File: config.mk
export PLATFORM = sky130hd
export DESIGN_NAME = tmds_encoder_pipe
export DESIGN_NICKNAME = d
export VERILOG_FILES = /design/src/rtl/tmds_pkg.sv /design/src/rtl/tmds_balance.sv /design/src/rtl/tmds_encoder_pipe.sv
export SDC_FILE = /design/constraint.sdc
export NUM_CORES = 1
export LEC_CHECK = 0
export CAP_MARGIN = 5
export CORE_ASPECT_RATIO = 0.6
export CORE_MARGIN = 2
export CORE_UTILIZATION = 51
export CTS_CLUSTER_SIZE = 28
export DETAILED_ROUTE_END_ITERATION = 10
export PLACE_DENSITY = 0.74
export SLEW_MARGIN = 20
export SYNTH_ARGS = -nofsm -noshare
export SYNTH_HDL_FRONTEND = slang
export SYNTH_HIERARCHICAL = 1
export SYNTH_SLANG_ARGS = --single-unit
File: constraint.sdc
create_clock -name clk_pix -period 4.6 [get_ports clk_pix]
set_input_delay 1.38 -clock clk_pix [delete_from_list [all_inputs] [get_ports clk_pix]]
set_output_delay 1.38 -clock clk_pix [all_outputs]
set_load 0.02 [all_outputs]
File: src/rtl/tmds_pkg.sv
// -----------------------------------------------------------------------------
// tmds_pkg
// Shared types and constants for the TMDS 8b/10b channel encoder.
//   tmds_sym_t   : one 10-bit TMDS symbol, LSB transmitted first
//   CTRL_SYM_xx  : the four control-period symbols, indexed by {C1,C0}
//   RESET_SYM    : the symbol driven while the encoder is held in reset
//   TERC4_SYMS   : data-island TERC4 codes for nibbles 0..F (used only when
//                  the encoder is built with TMDS_TERC4_EN)
//   ctrl_symbol(): maps {C1,C0} to its control symbol
//   popcount8()  : number of ones in a byte, as a 4-bit count
// -----------------------------------------------------------------------------
package tmds_pkg;

  typedef logic [9:0] tmds_sym_t;

  localparam tmds_sym_t CTRL_SYM_00 = 10'b1101010100;
  localparam tmds_sym_t CTRL_SYM_01 = 10'b0010101011;
  localparam tmds_sym_t CTRL_SYM_10 = 10'b0101010100;
  localparam tmds_sym_t CTRL_SYM_11 = 10'b1010101011;

  // Reset looks exactly like a blanking period with both control bits low.
  localparam tmds_sym_t RESET_SYM = CTRL_SYM_00;

  localparam tmds_sym_t TERC4_SYMS [16] = '{
    10'b1010011100, 10'b1001100011, 10'b1011100100, 10'b1011100010,
    10'b0101110001, 10'b0100011110, 10'b0110001110, 10'b0100111100,
    10'b1011001100, 10'b0100111001, 10'b0110011100, 10'b1011000110,
    10'b1010001110, 10'b1001110001, 10'b0101100011, 10'b1011000011
  };

  function automatic tmds_sym_t ctrl_symbol(input logic [1:0] ctrl);
    tmds_sym_t sym;
    case (ctrl)
      2'b00:   sym = CTRL_SYM_00;
      2'b01:   sym = CTRL_SYM_01;
      2'b10:   sym = CTRL_SYM_10;
      default: sym = CTRL_SYM_11;
    endcase
    return sym;
  endfunction

  function automatic logic [3:0] popcount8(input logic [7:0] v);
    logic [3:0] n;
    n = 4'd0;
    for (int i = 0; i < 8; i++) begin
      n = n + {3'b000, v[i]};
    end
    return n;
  endfunction

endpackage

File: src/rtl/tmds_balance.sv
// -----------------------------------------------------------------------------
// tmds_balance
// Second pipeline stage of the TMDS encoder: keeps the running disparity and
// picks whether to send the transition-minimised word straight or inverted so
// the line stays DC balanced. During blanking/island periods it passes the
// symbol chosen upstream and clears the disparity.
//   clk_pix    in   pixel clock, rising edge
//   rst_pix    in   synchronous active-high reset
//   data_valid in   staged data enable (1 = video word in q_m)
//   q_m        in   9-bit transition-minimised word from stage 1
//   alt_sym    in   control or TERC4 symbol used when data_valid is 0
//   tmds       out  registered 10-bit symbol
// -----------------------------------------------------------------------------
module tmds_balance
  import tmds_pkg::*;
(
  input  logic       clk_pix,
  input  logic       rst_pix,
  input  logic       data_valid,
  input  logic [8:0] q_m,
  input  tmds_sym_t  alt_sym,
  output tmds_sym_t  tmds
);

  logic signed [4:0] cnt;
  logic signed [4:0] cnt_next;
  tmds_sym_t         sym_next;
  logic [3:0]        n1q;
  logic [3:0]        n0q;
  logic signed [4:0] diff;
  logic signed [4:0] two_q8;
  logic signed [4:0] two_nq8;

  assign n1q     = popcount8(q_m[7:0]);
  assign n0q     = 4'd8 - n1q;
  // Counts are zero-extended to 5 bits before subtracting so the ones-minus-
  // zeros imbalance is a proper signed value in -8..+8.
  assign diff    = $signed({1'b0, n1q}) - $signed({1'b0, n0q});
  assign two_q8  = $signed({3'b000, q_m[8], 1'b0});
  assign two_nq8 = $signed({3'b000, ~q_m[8], 1'b0});

  // Choose between the three balancing cases. A neutral disparity or a
  // balanced word keeps the natural polarity (inverting only XNOR words);
  // otherwise invert when the word would push disparity further the same way.
  always_comb begin
    sym_next = alt_sym;
    cnt_next = 5'sd0;
    if (data_valid) begin
      if (cnt == 5'sd0 || n1q == n0q) begin
        sym_next = {~q_m[8], q_m[8], q_m[8] ? q_m[7:0] : ~q_m[7:0]};
        cnt_next = q_m[8] ? (cnt + diff) : (cnt - diff);
      end else if ((!cnt[4] && n1q > n0q) || (cnt[4] && n0q > n1q)) begin
        sym_next = {1'b1, q_m[8], ~q_m[7:0]};
        cnt_next = cnt + two_q8 - diff;
      end else begin
        sym_next = {1'b0, q_m[8], q_m[7:0]};
        cnt_next = cnt - two_nq8 + diff;
      end
    end
  end

  // Output symbol and disparity register. Reset leaves the line in the
  // control-00 state with zero disparity.
  always_ff @(posedge clk_pix) begin
    if (rst_pix) begin
      cnt  <= 5'sd0;
      tmds <= RESET_SYM;
    end else begin
      cnt  <= cnt_next;
      tmds <= sym_next;
    end
  end

endmodule

File: src/rtl/tmds_encoder_pipe.sv
// -----------------------------------------------------------------------------
// tmds_encoder_pipe
// Two-stage pipelined TMDS 8b/10b encoder for one DVI/HDMI colour channel.
// Stage 1 does transition minimisation and stages the control inputs; stage 2
// (tmds_balance) does DC balancing and registers the output symbol.
// Latency is two clocks, one symbol per clock, no handshake.
//   clk_pix   in   pixel clock, rising edge
//   rst_pix   in   synchronous active-high reset
//   de        in   data enable: 1 = video data, 0 = control/island
//   data_in   in   pixel byte (used when de=1)
//   ctrl_in   in   {C1,C0} control bits (used when de=0)
//   island_in in   data-island period (TMDS_TERC4_EN builds only)
//   terc4_in  in   TERC4 nibble (TMDS_TERC4_EN builds only)
//   tmds      out  10-bit symbol, LSB transmitted first
// Build option: define TMDS_TERC4_EN to add TERC4 data-island encoding; without
// it island_in and terc4_in are ignored.
// -----------------------------------------------------------------------------
module tmds_encoder_pipe
  import tmds_pkg::*;
(
  input  logic       clk_pix,
  input  logic       rst_pix,
  input  logic       de,
  input  logic [7:0] data_in,
  input  logic [1:0] ctrl_in,
  input  logic       island_in,
  input  logic [3:0] terc4_in,
  output logic [9:0] tmds
);

  // XNOR chaining is used for bytes with many ones so the encoded word has
  // fewer transitions; q_m[8] records which chain was used (1 = XOR).
  function automatic logic [8:0] minimise(input logic [7:0] d);
    logic [3:0] n1;
    logic       use_xnor;
    logic [8:0] q;
    n1       = popcount8(d);
    use_xnor = (n1 > 4'd4) || (n1 == 4'd4 && !d[0]);
    q        = 9'd0;
    q[0]     = d[0];
    for (int i = 1; i < 8; i++) begin
      q[i] = use_xnor ? ~(q[i-1] ^ d[i]) : (q[i-1] ^ d[i]);
    end
    q[8] = ~use_xnor;
    return q;
  endfunction

  logic [8:0] q_m_s1;
  logic       de_s1;
  logic [1:0] ctrl_s1;
  tmds_sym_t  alt_sym;

`ifdef TMDS_TERC4_EN
  logic       island_s1;
  logic [3:0] terc4_s1;

  // Stage 1 register. Reset loads the control-00 state so the output settles
  // on the reset symbol until real input has passed through both stages.
  always_ff @(posedge clk_pix) begin
    if (rst_pix) begin
      q_m_s1    <= 9'd0;
      de_s1     <= 1'b0;
      ctrl_s1   <= 2'b00;
      island_s1 <= 1'b0;
      terc4_s1  <= 4'd0;
    end else begin
      q_m_s1    <= minimise(data_in);
      de_s1     <= de;
      ctrl_s1   <= ctrl_in;
      island_s1 <= island_in;
      terc4_s1  <= terc4_in;
    end
  end

  // Non-video symbol: TERC4 during data islands, control code otherwise.
  // Video always wins because stage 2 only uses this when de_s1 is low.
  always_comb begin
    alt_sym = ctrl_symbol(ctrl_s1);
    if (island_s1) begin
      alt_sym = TERC4_SYMS[terc4_s1];
    end
  end
`else
  logic unused_terc4;
  assign unused_terc4 = ^{island_in, terc4_in};

  // Stage 1 register. Reset loads the control-00 state so the output settles
  // on the reset symbol until real input has passed through both stages.
  always_ff @(posedge clk_pix) begin
    if (rst_pix) begin
      q_m_s1  <= 9'd0;
      de_s1   <= 1'b0;
      ctrl_s1 <= 2'b00;
    end else begin
      q_m_s1  <= minimise(data_in);
      de_s1   <= de;
      ctrl_s1 <= ctrl_in;
    end
  end

  // Non-video symbol is always the control code in this build.
  always_comb begin
    alt_sym = ctrl_symbol(ctrl_s1);
  end
`endif

  tmds_balance u_balance (
    .clk_pix    (clk_pix),
    .rst_pix    (rst_pix),
    .data_valid (de_s1),
    .q_m        (q_m_s1),
    .alt_sym    (alt_sym),
    .tmds       (tmds)
  );

endmodule

==> Word-level counts from Yosys, hierarchy flattened <==
Cells that the tools add are included.
{ "classes": {"addsub": 22, "multipliers": 0, "n_div": 0, "n_lt_le_gt_ge": 3, "n_eq_ne": 4, "shift": 0, "n_mux": 15, "bitwise_logic": 18, "n_reduce_logical": 11} }
{ "op_table": {"columns": ["op", "count"], "rows": [
  ["adder 4 x 1 -> 4 bit", 10],
  ["two-way mux 10 bit", 3],
  ["one-hot mux 10 bit (3 select lines)", 1],
  ["two-way mux 5 bit", 3],
  ["adder 5 bit", 2],
  ["inverter 1 bit", 10],
  ["subtractor 5 bit", 2],
  ["greater-than comparator 4 bit", 2],
  ["two-way mux 8 bit", 1],
  ["inverter 8 bit", 1],
  ["two-way mux 1 bit", 7],
  ["XOR 1 bit", 7],
  ["adder 5 x 3 -> 5 bit", 1],
  ["logical NOT 5 bit", 1],
  ["subtractor 4 x 4 -> 5 bit", 1],
  ["subtractor 5 x 3 -> 5 bit", 1],
  ["adder 1 x 1 -> 2 bit", 2],
  ["adder 3 x 1 -> 4 bit", 1],
  ["== test 4 x 3 -> 1 bit (second input constant)", 1],
  ["== test 4 bit", 1],
  ["greater-than comparator 4 x 3 -> 1 bit (second input constant)", 1],
  ["subtractor 4 bit (first input constant)", 1],
  ["adder 2 x 1 -> 3 bit", 1],
  ["logical AND 1 bit", 3],
  ["other kinds (6)", 9]
]} }
{ "totals": {"regBits": 27, "latch_bits": 0, "mem_bits_rw": 0, "mem_bits_ro": 0, "inputBits": 18, "output_inout_bits": 10, "wordCells": 78, "mem_count": 0} }

==> Depth between registers and ports, before layout <==
{ "depth": {"ltp_word": 29, "ltp_mapped": 19} }

==> By module <==
The synthesis kept the hierarchy.
{ "by_module_without_submodules": {"columns": ["mod", "n_inst", "cells_each", "area_per_inst_um2", "seq_area_each_um2"], "rows": [
  ["tmds_balance", 1, 178, 1555.2, 300.3],
  ["tmds_encoder_pipe", 1, 68, 713.2, 240.2]
]} }

==> Worst setup path after synthesis <==
OpenSTA, ideal clock, no wires.
{ "synth_timing": {"path_kind": "register to register", "start": "register q_m_s1[2]", "end": "register u_balance.cnt[4]", "setup_ns": 0.095, "arrival_ns": 5.007, "required_ns": 4.505, "slack_ns": -0.502, "stages_incl_launch_ff": 18, "n_path_buf": 0, "path_cell_list": "dfxtp_1 inv_1 fa_1 fa_1 fa_1 fa_1 xor2_2 inv_2 ha_1 and2b_1 a21oi_2 xor2_1 ha_1 a21oi_1 or4b_1 nand4_1 or3b_1 o311ai_1"} }
{ "synth_via": {"elab_chain_len": 12, "elab_cells_between_ends": 22, "classes_between": "add/sub: 12; order compare: 2; eq/ne: 1; mux: 3; reduce/logical: 4"} }
{ "synth_lines": {"columns": ["item", "line", "source"], "rows": [
  ["from (decl)", "tmds_encoder_pipe.sv:48", "logic [8:0] q_m_s1;"],
  ["from (signal assigned)", "tmds_encoder_pipe.sv:95", "q_m_s1 <= minimise(data_in);"],
  ["adder 4 x 1 -> 4 bit (*) (6 in a row)", "tmds_pkg.sv:46", "n = n + {3'b000, v[i]};"],
  ["parallel branches: the longest is 5 deep, another holds subtractor 4 x 4 -> 5 bit", null, null],
  ["two-way mux 5 bit (*)", "tmds_balance.sv:49", "if (cnt == 5'sd0 || n1q == n0q) begin"],
  ["to (signal assigned)", "tmds_balance.sv:69", "cnt <= cnt_next;"],
  ["to (decl)", "tmds_balance.sv:25", "logic signed [4:0] cnt;"]
]} }
Every way passes the cells marked *.
A chain may end at the register's enable or synchronous reset.

==> Final worst setup path <==
{ "layout_timing": {"start": "register q_m_s1[3]", "end": "register u_balance.cnt[4]"} }
{ "layout_via": {"elab_chain_len": 11, "elab_cells_between_ends": 21, "classes_between": "add/sub: 11; order compare: 2; eq/ne: 1; mux: 3; reduce/logical: 4"} }
{ "layout_lines": {"columns": ["item", "line"], "rows": [
  ["adder 4 x 1 -> 4 bit (*) (5 in a row)", "tmds_pkg.sv:46"],
  ["parallel branches: the longest is 5 deep, another holds subtractor 4 x 4 -> 5 bit", null],
  ["two-way mux 5 bit (*)", "tmds_balance.sv:49"]
]} }
Marks and branches as above.

==> results.sh <==
export IMPL_insertion_delay_ps=270
export IMPL_synth_cells=246
export IMPL_synthDistinctLibCells=50
export IMPL_io_buffers=22
export IMPL_finalHoldViolations=0
export IMPL_yosysSeqAreaShare=0.238
export IMPL_finClkSkew_ps=4.65
export IMPL_dp_cells=343
export IMPL_cts_sinks=27
export IMPL_drive_above_1_share=0.289
export IMPL_drt_total_wl_um=5130
export IMPL_place_hpwl_um=3870
export IMPL_drt_iter0_drc=84
export IMPL_core_area_um2=4190
export IMPL_ctsHtreeMaxLevel=1
export IMPL_drtAntennaViolNets=0
export IMPL_grt_max_degree=20
export IMPL_vias=1806
export IMPL_clock_root_buffer="clkbuf_8"
export IMPL_slew_limit_headroom=0.545
export IMPL_syn2layout_area_growth_pct=33.8
export IMPL_worstPathArrival_ps=5160
export IMPL_diodes=0
export IMPL_hold_path_class="reg2reg"
export IMPL_start_util=0.542
export IMPL_worst_slack_ps=-366
export IMPL_grt_ovfl_total=0
export IMPL_place_congestion=0.783
export IMPL_fmax_mhz=201
export IMPL_row_count=18
export IMPL_numCtsBuffers=3
export IMPL_hold_buffers=0
export IMPL_antenna_found_initial=0
export IMPL_ios=28
export IMPL_finalSetupViolCount=6
export IMPL_finalCriticalPeriod_ps=4970
export IMPL_syn_cell_area_um2=2270
export IMPL_synthFlopType="dfxtp_1"
export IMPL_grt_pass1_wl_um=8120
export IMPL_cp_start_kind="flop"
export IMPL_violations="negative setup slack"
export IMPL_post_route_period_util=1.08
export IMPL_cts_buffer_depth=2
export IMPL_die_area_um2=5010
export IMPL_synth_avg_cell_area_um2=9.22
export IMPL_syn_nets=301
export IMPL_worst_ep_required_time_ps=4790
export IMPL_cts_tree="yes"
export IMPL_drt_first_pass_iters=4
export IMPL_pre_cts_ws_ps=-432
export IMPL_wl_per_cell_um=14.5
export IMPL_cp_end_kind="flop"
export IMPL_fin_nets=350
export IMPL_path_clk_slew_ps=90
export IMPL_rsz0062_at_grt="yes"
export IMPL_maxSlewViolCount=0
export IMPL_die_h_um=55.7
export IMPL_grt_pass1_vias=1717
export IMPL_worstPathMaxFanout=4
export IMPL_drc=0
export IMPL_worstSetupPathType="reg2reg"
export IMPL_ys_warn_count=6
export IMPL_synth_async_sr_flop_share=0
export IMPL_vias_per_cell=5.10
export IMPL_fin_cells=354
export IMPL_n_fill_cell=303
export IMPL_track_usage=0.199
export IMPL_yosys_register_bits=27
export IMPL_fin_util=0.724
export IMPL_status="complete, but fails checks"
export IMPL_synth_edf_count=0
export IMPL_die_x_um=90.1
export IMPL_max_cap_violations=0
export IMPL_worst_pin_slew_ps=681
layout make-up:
class / instances / area (um^2) / share of cell area
multi-input cells: 173 / 1770 / 0.583
flip-flops and latches: 27 / 542 / 0.179
repair buffers: 53 / 460 / 0.152
inverters: 37 / 139 / 0.0458
well taps: 60 / 75.1 / 0.0247
clock buffers: 3 / 41.3 / 0.0136
clock inverters: 1 / 7.51 / 0.00247
metal layers:
metal | vias up | GRT usage | share of wire
met4 | 0 | 0.0374 | 0.012
met3 | 8 | 0.0352 | 0.060
met2 | 65 | 0.316 | 0.46
li1 | 901 | - | -
met1 | 832 | 0.289 | 0.47
met5 | - | 0 | 0
registers in the layout, summed over array words and instances, names as in the netlist, named ones only:
signal and cells:
de_s1 1, ctrl_s1 2, u_balance/cnt 4, q_m_s1 9, u_balance/tmds 10
stage by stage:
| stage | hold WS (ps) | TNS (ps) | instance area [um^2] |
|---|---|---|---|
| final | 493 | -606 | 3030 |
| after CTS | 491 | -292 | 2830 |
| after detailed placement | 465 | -2340 | 2740 |
| after global placement | 457 | -1980 | 2740 |
| after global routing | 516 | -1970 | 3030 |
| after floorplan | 430 | -256 | 2310 |
worst max-delay path, stage by stage (launching register included):
cell      delay [ps]
dfxtp_1          350
inv_1             60
fa_1             540
fa_1             450
fa_2             410
fa_2             590
nand2_2           80
ha_4             300
and2b_2          240
a21oi_4          170
xor2_2           180
ha_1             280
a21oi_2          180
or4b_1           440
nand4_1          140
or3b_4           390
o311ai_2          80
synthesized netlist by cell type, types with 5 or more instances:
master	number	area [um^2]
dfxtp_1	27	541
nor2_1	23	86.3
inv_1	36	135
nor2b_1	8	50.1
o21ai_0	6	30.0
a211oi_1	8	60.1
clkbuf_1	5	18.8
xnor2_1	20	175
ha_1	24	300
a21oi_1	8	40.0
fa_1	13	260
xor2_1	5	43.8
worst paths after layout:
path,end,startpoint,slack [ps],cells after the start
max,u_balance/cnt[4],q_m_s1[3],-370,16
max reg2reg,u_balance/cnt[4],q_m_s1[3],-370,16
min,flop,flop,490,1
min reg2reg,flop,flop,490,1
cells in the final DEF (no fill, tap or decap), types with 3 or more instances in the layout:
master,Yosys,layout
xnor2_2,0,10
fa_2,0,3
nor2b_1,8,8
xnor2_1,20,10
buf_4,3,30
inv_2,1,3
a21oi_1,8,5
fa_1,13,10
or2_2,3,3
a21oi_2,1,3
clkbuf_8,0,3
inv_1,36,34
xor2_1,5,4
a211oi_1,8,3
o21ai_0,6,5
a21o_1,4,4
a211oi_2,0,5
nor3_1,4,4
nand2_1,4,3
nor2_1,23,23
dfxtp_1,27,26
nand3_1,3,3
ha_1,24,21
clkdlybuf4s50_1,0,19
kinds of logic (layout without fill, tap and decap cells):
logic type	count (synthesis)	after routing	share of synthesized area
compound gates	39	39	0.125
simple gates	63	63	0.150
fa+ha+maj	37	37	0.247
mux	4	5	0.0188
buf+inv	47	94	0.0866
flops	27	27	0.238
xor+xnor	29	29	0.135
what timing repair did:
| action | CTS | global route |
|---|---|---|
| buffers inserted | 0 | 6 |
| pin swaps | 6 | 26 |
| gates resized for setup | 8 | 32 |
| endpoints found under the hold margin | 0 | 0 |
| cloned | 1 | 0 |
| endpoints found under the setup margin | 13 | 15 |
Power is left out: the tool's default activity adds up to more than one toggle a clock period on the data nets, which glitch-free logic cannot reach.
